[config.mk]
export PLATFORM = sky130hd
export DESIGN_NAME = load_store_unit_flat
export DESIGN_NICKNAME = d
export VERILOG_FILES = /design/src/rtl/load_store_unit_if.sv /design/src/rtl/load_store_unit.sv /design/src/flat_wrapper.sv
export SDC_FILE = /design/constraint.sdc
export NUM_CORES = 1
export LEC_CHECK = 0
export ABC_AREA = 1
export CORE_UTILIZATION = 47
export CTS_CLUSTER_DIAMETER = 200
export CTS_CLUSTER_SIZE = 20
export DETAILED_ROUTE_END_ITERATION = 6
export GPL_TIMING_DRIVEN = 0
export PLACE_DENSITY_LB_ADDON = 0.25
export SKIP_CTS_REPAIR_TIMING = 1
export SLEW_MARGIN = 20
export SYNTH_ARGS = -nofsm -noshare
export SYNTH_HDL_FRONTEND = slang
export SYNTH_SLANG_ARGS = --single-unit
[constraint.sdc]
create_clock -name clk -period 1.9 [get_ports clk]
set_clock_uncertainty 0.1 [all_clocks]
set_input_delay 0.475 -clock clk [delete_from_list [all_inputs] [get_ports clk]]
set_output_delay 0.475 -clock clk [all_outputs]
set_load 0.02 [all_outputs]
[src/rtl/load_store_unit_if.sv]
// Core-request, response and data-RAM signal bundle for the load/store unit.
// No storage; pure wiring between core, unit and RAM.
// Flow control: req_valid/req_ready handshake; response is a one-cycle pulse.
interface load_store_unit_if #(
  parameter int ADDR_WIDTH = 32,
  parameter int DATA_WIDTH = 32
);

  // Core request channel
  logic                  req_valid;
  logic                  req_ready;
  logic                  req_write;
  logic [1:0]            req_size;
  logic                  req_unsigned;
  logic [ADDR_WIDTH-1:0] req_addr;
  logic [DATA_WIDTH-1:0] req_wdata;

  // Response pulse back to the core
  logic                  rsp_valid;
  logic [DATA_WIDTH-1:0] rsp_rdata;
  logic                  rsp_err;

  // Data RAM port (combinational read, clocked write)
  logic [ADDR_WIDTH-1:0] mem_addr;
  logic                  mem_write_enable;
  logic [DATA_WIDTH-1:0] mem_write_data;
  logic [DATA_WIDTH-1:0] mem_read_data;

  // View of the load/store unit itself
  modport slave (
    input  req_valid, req_write, req_size, req_unsigned, req_addr, req_wdata,
    input  mem_read_data,
    output req_ready,
    output rsp_valid, rsp_rdata, rsp_err,
    output mem_addr, mem_write_enable, mem_write_data
  );

  // View of the environment: core issuing requests and RAM answering reads
  modport master (
    output req_valid, req_write, req_size, req_unsigned, req_addr, req_wdata,
    output mem_read_data,
    input  req_ready,
    input  rsp_valid, rsp_rdata, rsp_err,
    input  mem_addr, mem_write_enable, mem_write_data
  );

endinterface

[src/rtl/load_store_unit.sv]
// Load/store initiator: one request at a time to a byte-addressed RAM, RMW for sub-word stores.
// Latency from acceptance: error 1, load 2, word store 2, sub-word store 3 cycles.
// Backpressure: req_ready only in IDLE; response is an unthrottled one-cycle pulse.
module load_store_unit #(
  parameter int ADDR_WIDTH = 32,
  parameter int DATA_WIDTH = 32
) (
  input logic              clk,
  input logic              rst,
  load_store_unit_if.slave bus
);

  typedef enum logic [2:0] {
    IDLE   = 3'd0,
    LOAD   = 3'd1,
    RMW_RD = 3'd2,
    STORE  = 3'd3,
    RESP   = 3'd4
  } state_e;

  localparam logic [1:0] SZ_BYTE = 2'b00;
  localparam logic [1:0] SZ_HALF = 2'b01;
  localparam logic [1:0] SZ_WORD = 2'b10;

  state_e                state_q, state_d;
  logic [ADDR_WIDTH-1:0] addr_q,  addr_d;
  logic [DATA_WIDTH-1:0] wdata_q, wdata_d;
  logic [1:0]            size_q,  size_d;
  logic                  uns_q,   uns_d;
  logic                  err_q,   err_d;
  logic [DATA_WIDTH-1:0] rdata_q, rdata_d;
  logic [DATA_WIDTH-1:0] merge_q, merge_d;

  logic accept;
  logic req_err;

  // Load data extension: sign bit is suppressed for unsigned loads
  function automatic logic [DATA_WIDTH-1:0] load_ext(
    input logic [DATA_WIDTH-1:0] rd,
    input logic [1:0]            size,
    input logic                  uns
  );
    logic s;
    s = ~uns;
    case (size)
      SZ_BYTE: load_ext = {{(DATA_WIDTH-8){s & rd[7]}}, rd[7:0]};
      SZ_HALF: load_ext = {{(DATA_WIDTH-16){s & rd[15]}}, rd[15:0]};
      default: load_ext = rd;
    endcase
  endfunction

  // Merge store data into the low bytes of the word read back from RAM
  function automatic logic [DATA_WIDTH-1:0] merge_word(
    input logic [DATA_WIDTH-1:0] rd,
    input logic [DATA_WIDTH-1:0] wd,
    input logic [1:0]            size
  );
    case (size)
      SZ_BYTE: merge_word = {rd[DATA_WIDTH-1:8], wd[7:0]};
      SZ_HALF: merge_word = {rd[DATA_WIDTH-1:16], wd[15:0]};
      default: merge_word = wd;
    endcase
  endfunction

  // Acceptance and alignment/size legality of the incoming request
  always_comb begin
    accept  = bus.req_valid && (state_q == IDLE);
    req_err = (bus.req_size == 2'b11) ||
              ((bus.req_size == SZ_HALF) && bus.req_addr[0]) ||
              ((bus.req_size == SZ_WORD) && (bus.req_addr[1:0] != 2'b00));
  end

  // State register
  always_ff @(posedge clk or negedge rst) begin
    if (!rst) begin
      state_q <= IDLE;
    end else begin
      state_q <= state_d;
    end
  end

  // Next-state logic
  always_comb begin
    state_d = state_q;
    case (state_q)
      IDLE: begin
        if (accept) begin
          if (req_err) begin
            state_d = RESP;
          end else if (!bus.req_write) begin
            state_d = LOAD;
          end else if (bus.req_size == SZ_WORD) begin
            state_d = STORE;
          end else begin
            state_d = RMW_RD;
          end
        end
      end
      LOAD:    state_d = RESP;
      RMW_RD:  state_d = STORE;
      STORE:   state_d = RESP;
      RESP:    state_d = IDLE;
      default: state_d = IDLE;
    endcase
  end

  // Request latch and data capture next-state
  always_comb begin
    addr_d  = addr_q;
    wdata_d = wdata_q;
    size_d  = size_q;
    uns_d   = uns_q;
    err_d   = err_q;
    rdata_d = rdata_q;
    merge_d = merge_q;
    if (accept) begin
      addr_d  = bus.req_addr;
      wdata_d = bus.req_wdata;
      size_d  = bus.req_size;
      uns_d   = bus.req_unsigned;
      err_d   = req_err;
      // Stores and errors respond with zero data
      rdata_d = '0;
      merge_d = '0;
    end
    if (state_q == LOAD) begin
      rdata_d = load_ext(bus.mem_read_data, size_q, uns_q);
    end
    if (state_q == RMW_RD) begin
      merge_d = merge_word(bus.mem_read_data, wdata_q, size_q);
    end
  end

  // Request latch and data capture registers
  always_ff @(posedge clk or negedge rst) begin
    if (!rst) begin
      addr_q  <= '0;
      wdata_q <= '0;
      size_q  <= 2'b00;
      uns_q   <= 1'b0;
      err_q   <= 1'b0;
      rdata_q <= '0;
      merge_q <= '0;
    end else begin
      addr_q  <= addr_d;
      wdata_q <= wdata_d;
      size_q  <= size_d;
      uns_q   <= uns_d;
      err_q   <= err_d;
      rdata_q <= rdata_d;
      merge_q <= merge_d;
    end
  end

  // Outputs decoded from state only, so reset silences the RAM strobe at once
  always_comb begin
    bus.req_ready        = 1'b0;
    bus.rsp_valid        = 1'b0;
    bus.rsp_rdata        = '0;
    bus.rsp_err          = 1'b0;
    bus.mem_addr         = '0;
    bus.mem_write_enable = 1'b0;
    bus.mem_write_data   = '0;
    case (state_q)
      IDLE: begin
        bus.req_ready = 1'b1;
      end
      LOAD, RMW_RD: begin
        bus.mem_addr = addr_q;
      end
      STORE: begin
        bus.mem_addr         = addr_q;
        bus.mem_write_enable = 1'b1;
        bus.mem_write_data   = (size_q == SZ_WORD) ? wdata_q : merge_q;
      end
      RESP: begin
        bus.rsp_valid = 1'b1;
        bus.rsp_rdata = rdata_q;
        bus.rsp_err   = err_q;
      end
      default: begin
      end
    endcase
  end

endmodule

[src/flat_wrapper.sv]
// flat-port wrapper written by rule: the top's interface ports become plain ports
module load_store_unit_flat 
#(
  parameter int ADDR_WIDTH = 32,
  parameter int DATA_WIDTH = 32
)
  (clk, rst, bus_req_valid, bus_req_write, bus_req_size, bus_req_unsigned, bus_req_addr, bus_req_wdata, bus_mem_read_data, bus_req_ready, bus_rsp_valid, bus_rsp_rdata, bus_rsp_err, bus_mem_addr, bus_mem_write_enable, bus_mem_write_data);
  load_store_unit_if #(.ADDR_WIDTH(ADDR_WIDTH), .DATA_WIDTH(DATA_WIDTH)) bus_i ();
  input logic clk;
  input logic rst;
  input wire logic [$bits(bus_i.req_valid)-1:0] bus_req_valid;
  input wire logic [$bits(bus_i.req_write)-1:0] bus_req_write;
  input wire logic [$bits(bus_i.req_size)-1:0] bus_req_size;
  input wire logic [$bits(bus_i.req_unsigned)-1:0] bus_req_unsigned;
  input wire logic [$bits(bus_i.req_addr)-1:0] bus_req_addr;
  input wire logic [$bits(bus_i.req_wdata)-1:0] bus_req_wdata;
  input wire logic [$bits(bus_i.mem_read_data)-1:0] bus_mem_read_data;
  output wire logic [$bits(bus_i.req_ready)-1:0] bus_req_ready;
  output wire logic [$bits(bus_i.rsp_valid)-1:0] bus_rsp_valid;
  output wire logic [$bits(bus_i.rsp_rdata)-1:0] bus_rsp_rdata;
  output wire logic [$bits(bus_i.rsp_err)-1:0] bus_rsp_err;
  output wire logic [$bits(bus_i.mem_addr)-1:0] bus_mem_addr;
  output wire logic [$bits(bus_i.mem_write_enable)-1:0] bus_mem_write_enable;
  output wire logic [$bits(bus_i.mem_write_data)-1:0] bus_mem_write_data;
  assign bus_i.req_valid = bus_req_valid;
  assign bus_i.req_write = bus_req_write;
  assign bus_i.req_size = bus_req_size;
  assign bus_i.req_unsigned = bus_req_unsigned;
  assign bus_i.req_addr = bus_req_addr;
  assign bus_i.req_wdata = bus_req_wdata;
  assign bus_i.mem_read_data = bus_mem_read_data;
  assign bus_req_ready = bus_i.req_ready;
  assign bus_rsp_valid = bus_i.rsp_valid;
  assign bus_rsp_rdata = bus_i.rsp_rdata;
  assign bus_rsp_err = bus_i.rsp_err;
  assign bus_mem_addr = bus_i.mem_addr;
  assign bus_mem_write_enable = bus_i.mem_write_enable;
  assign bus_mem_write_data = bus_i.mem_write_data;
  load_store_unit #(.ADDR_WIDTH(ADDR_WIDTH), .DATA_WIDTH(DATA_WIDTH)) u_core (.clk(clk), .rst(rst), .bus(bus_i));
endmodule
==> impl_metrics.toml <==
[cells_and_area]
final_common_cell = "nand2_1"
fin_area_um2 = 10100
final_cell_mix = "153 x nand2_1, 134 x dfrtp_1, 127 x inv_1"
antenna_cells = 0
seq_area_um2 = 3380
nNetsFinal = 1167
stdcell_count = 1252
areaGrowthSynthToFinish_pct = 55.2
fillCellCount = 998
multi_input_area_um2 = 2760
drive_gt1_share_pct = 29.4
utilization_pct = 75.6

[worst_setup_path]
startpoint_type = "flip-flop"
r2r-end = "u_core.wdata_q[14]"
ff2ff_setup_slack_ns = 0.05
cp-endpoint = "bus_mem_write_data[13]"
cp_data_required_time_ns = 1.32
cp-end-kind = "primary output"
cp-startpoint = "u_core.state_q[2]"
crit_fanout = 7
reg2regPathDepth = 8
worstPathArrival_ns = 1.79
critPathKind = "flip-flop to primary output"
timing.rr.start = "u_core.state_q[1]"

[run_status]
violations = "setup timing"
status = "finished, violations left"

[yosys]
ys_ff_latch = 135
synth_flop_cell = "dfrtp_1"
ys_warn_count = 0
syn_nets = 920
synth_seq_area_share_pct = 51.7
synth_area_um2 = 6530
synth_edf_count = 0
syn_inst = 817
postSynth.asyncResetShare_pct = 100
ys_types = 25
avgSynthCellArea_um2 = 8.00

[clocking]
numCtsBuffers = 17
clock-root-buffer = "clkbuf_16"
htree_num_levels = 4
clk_latency_ns = 0.42
cts_num_sinks = 135
clkSlewWorstSetupHoldPaths_ns = 0.06
cts_buffer_depth = 2
tritoncts = "yes"

[grt]
antenna_found_initial = 0
grtUsageTotal_pct = 26.4
grt_max_degree = 99
grt_first_pass_wirelength_um = 29500
grt_pass1_vias = 5944
grt_overflow = 0

[placed_design]
dp_slack_ns = -0.766
place.gp.congestion = 0.853
port_buffers = 202
hpwl_um = 13100
place_inst = 1196
dpl_cell_area_um2 = 8940

[die]
rows = 42
start_util_pct = 48.8
ios = 203
die_width_um = 120
core_area_um2 = 13400
die_height_um = 120
design.die.area_um2 = 14400

[sta]
min_period_over_period_pct = 125
final.setup.tns_ns = -35.21
drv_slew = 0
period_needed_ns = 2.37
maxSlewHeadroom_pct = 67.3
worstMarginPinSlew_ns = 0.491
max_freq_mhz = 423
setup_slack_ns = -0.466
rsz0062_at_grt = "yes"
hold_slack_ns = 0.403
hold_viol_final = 0
setup_viol = 100

[power_and_ir_drop]
power_density_nw_per_um2 = 1560
ir_worst_vdd_uv = 969
leakagePower_nw = 4.75
total_power_mw = 15.8

[worst_hold_path]
min_path_type = "flip-flop to flip-flop"

[drt]
drt-vias-per-instance = 5.12
remaining_drc_errors = 0
wl_um = 19900
drt_iter0_drc = 316
drtAntennaViolNets = 0
dr_total_vias = 6414
first_pass_iters = 5
wire_per_inst_um = 15.9

[flow_run]
cap_violations = 0
-- Yosys cell counts, types with 5 or more instances --
library cell,n,area [µm²]
o21ai_2,10,87.6
o21ai_0,114,571
clkbuf_1,11,41.3
dfrtp_1,135,3380
buf_6,8,90.1
o21ai_1,25,125
o211ai_1,16,120
buf_4,5,37.5
nor3_1,8,40.0
inv_2,7,26.3
a21oi_1,34,170
nand3_1,19,95.1
nand2_1,154,578
buf_2,24,120
nand2_2,5,31.3
a211oi_1,16,120
nor2_1,88,330
inv_1,129,484
-- worst min path at each step --
stage | endpoint | depth (start not counted) | slack (ns) | start
after floorplan | u_core.addr_q[0] | 0 | 0.08 | rst
after global placement | u_core.addr_q[1] | 2 | 0.37 | u_core.addr_q[1]
after detailed placement | u_core.addr_q[27] | 1 | 0.27 | rst
after CTS | u_core.addr_q[29] | 1 | -0.17 | rst
after global routing | u_core.addr_q[27] | 2 | 0.44 | rst
final | u_core.addr_q[1] | 2 | 0.40 | u_core.addr_q[1]
-- routing by layer --
layer	GRT usage [%]	share of wire [%]	vias up
met5	0	0	-
met1	34.3	41	3051
met2	42.2	50	267
met4	10.9	2.1	0
li1	-	-	3062
met3	6.46	6.9	34
-- power by group --
group / leakage, nW / total (mW) / switching [mW] / internal (mW)
logic: 2.71 / 7.60 / 4.71 / 2.89
clock network: 0.302 / 3.42 / 1.19 / 2.23
registers: 1.74 / 4.75 / 0.600 / 4.16
total: 4.75 / 15.8 / 6.50 / 9.28
-- layout make-up --
cell class	instances	area share [%]
clock buffers	24	4.95
inverters	137	5.34
flip-flops and latches	135	33.3
repair buffers	228	21.2
plain buffers	49	4.63
multi-input cells	496	27.2
clock inverters	7	1.15
well taps	176	2.17
-- cell families after synthesis --
| group | Yosys count | share of synthesized area [%] |
|---|---|---|
| buffers and inverters | 186 | 12.4 |
| AOI/OAI and AO/OA | 215 | 18.3 |
| DFF | 135 | 51.7 |
| and+or+nand+nor | 281 | 17.6 |
-- registers in the layout (all words and copies together) (netlist names) --
signal	flops
u_core.state_q	3
u_core.merge_q	32
u_core.rdata_q	32
u_core.addr_q	32
u_core.wdata_q	32
u_core.size_q	2
u_core.err_q	1
u_core.uns_q	1
-- critical path, cell delays in order, from the launching register on --
cell	delay (ns)
dfrtp_2	0.45
nor2_4	0.17
nand2_4	0.13
inv_6	0.12
buf_8	0.13
o21ai_2	0.06
a21oi_2	0.15
buf_4	0.17
Note: power is estimated with default switching activity, not from simulation.
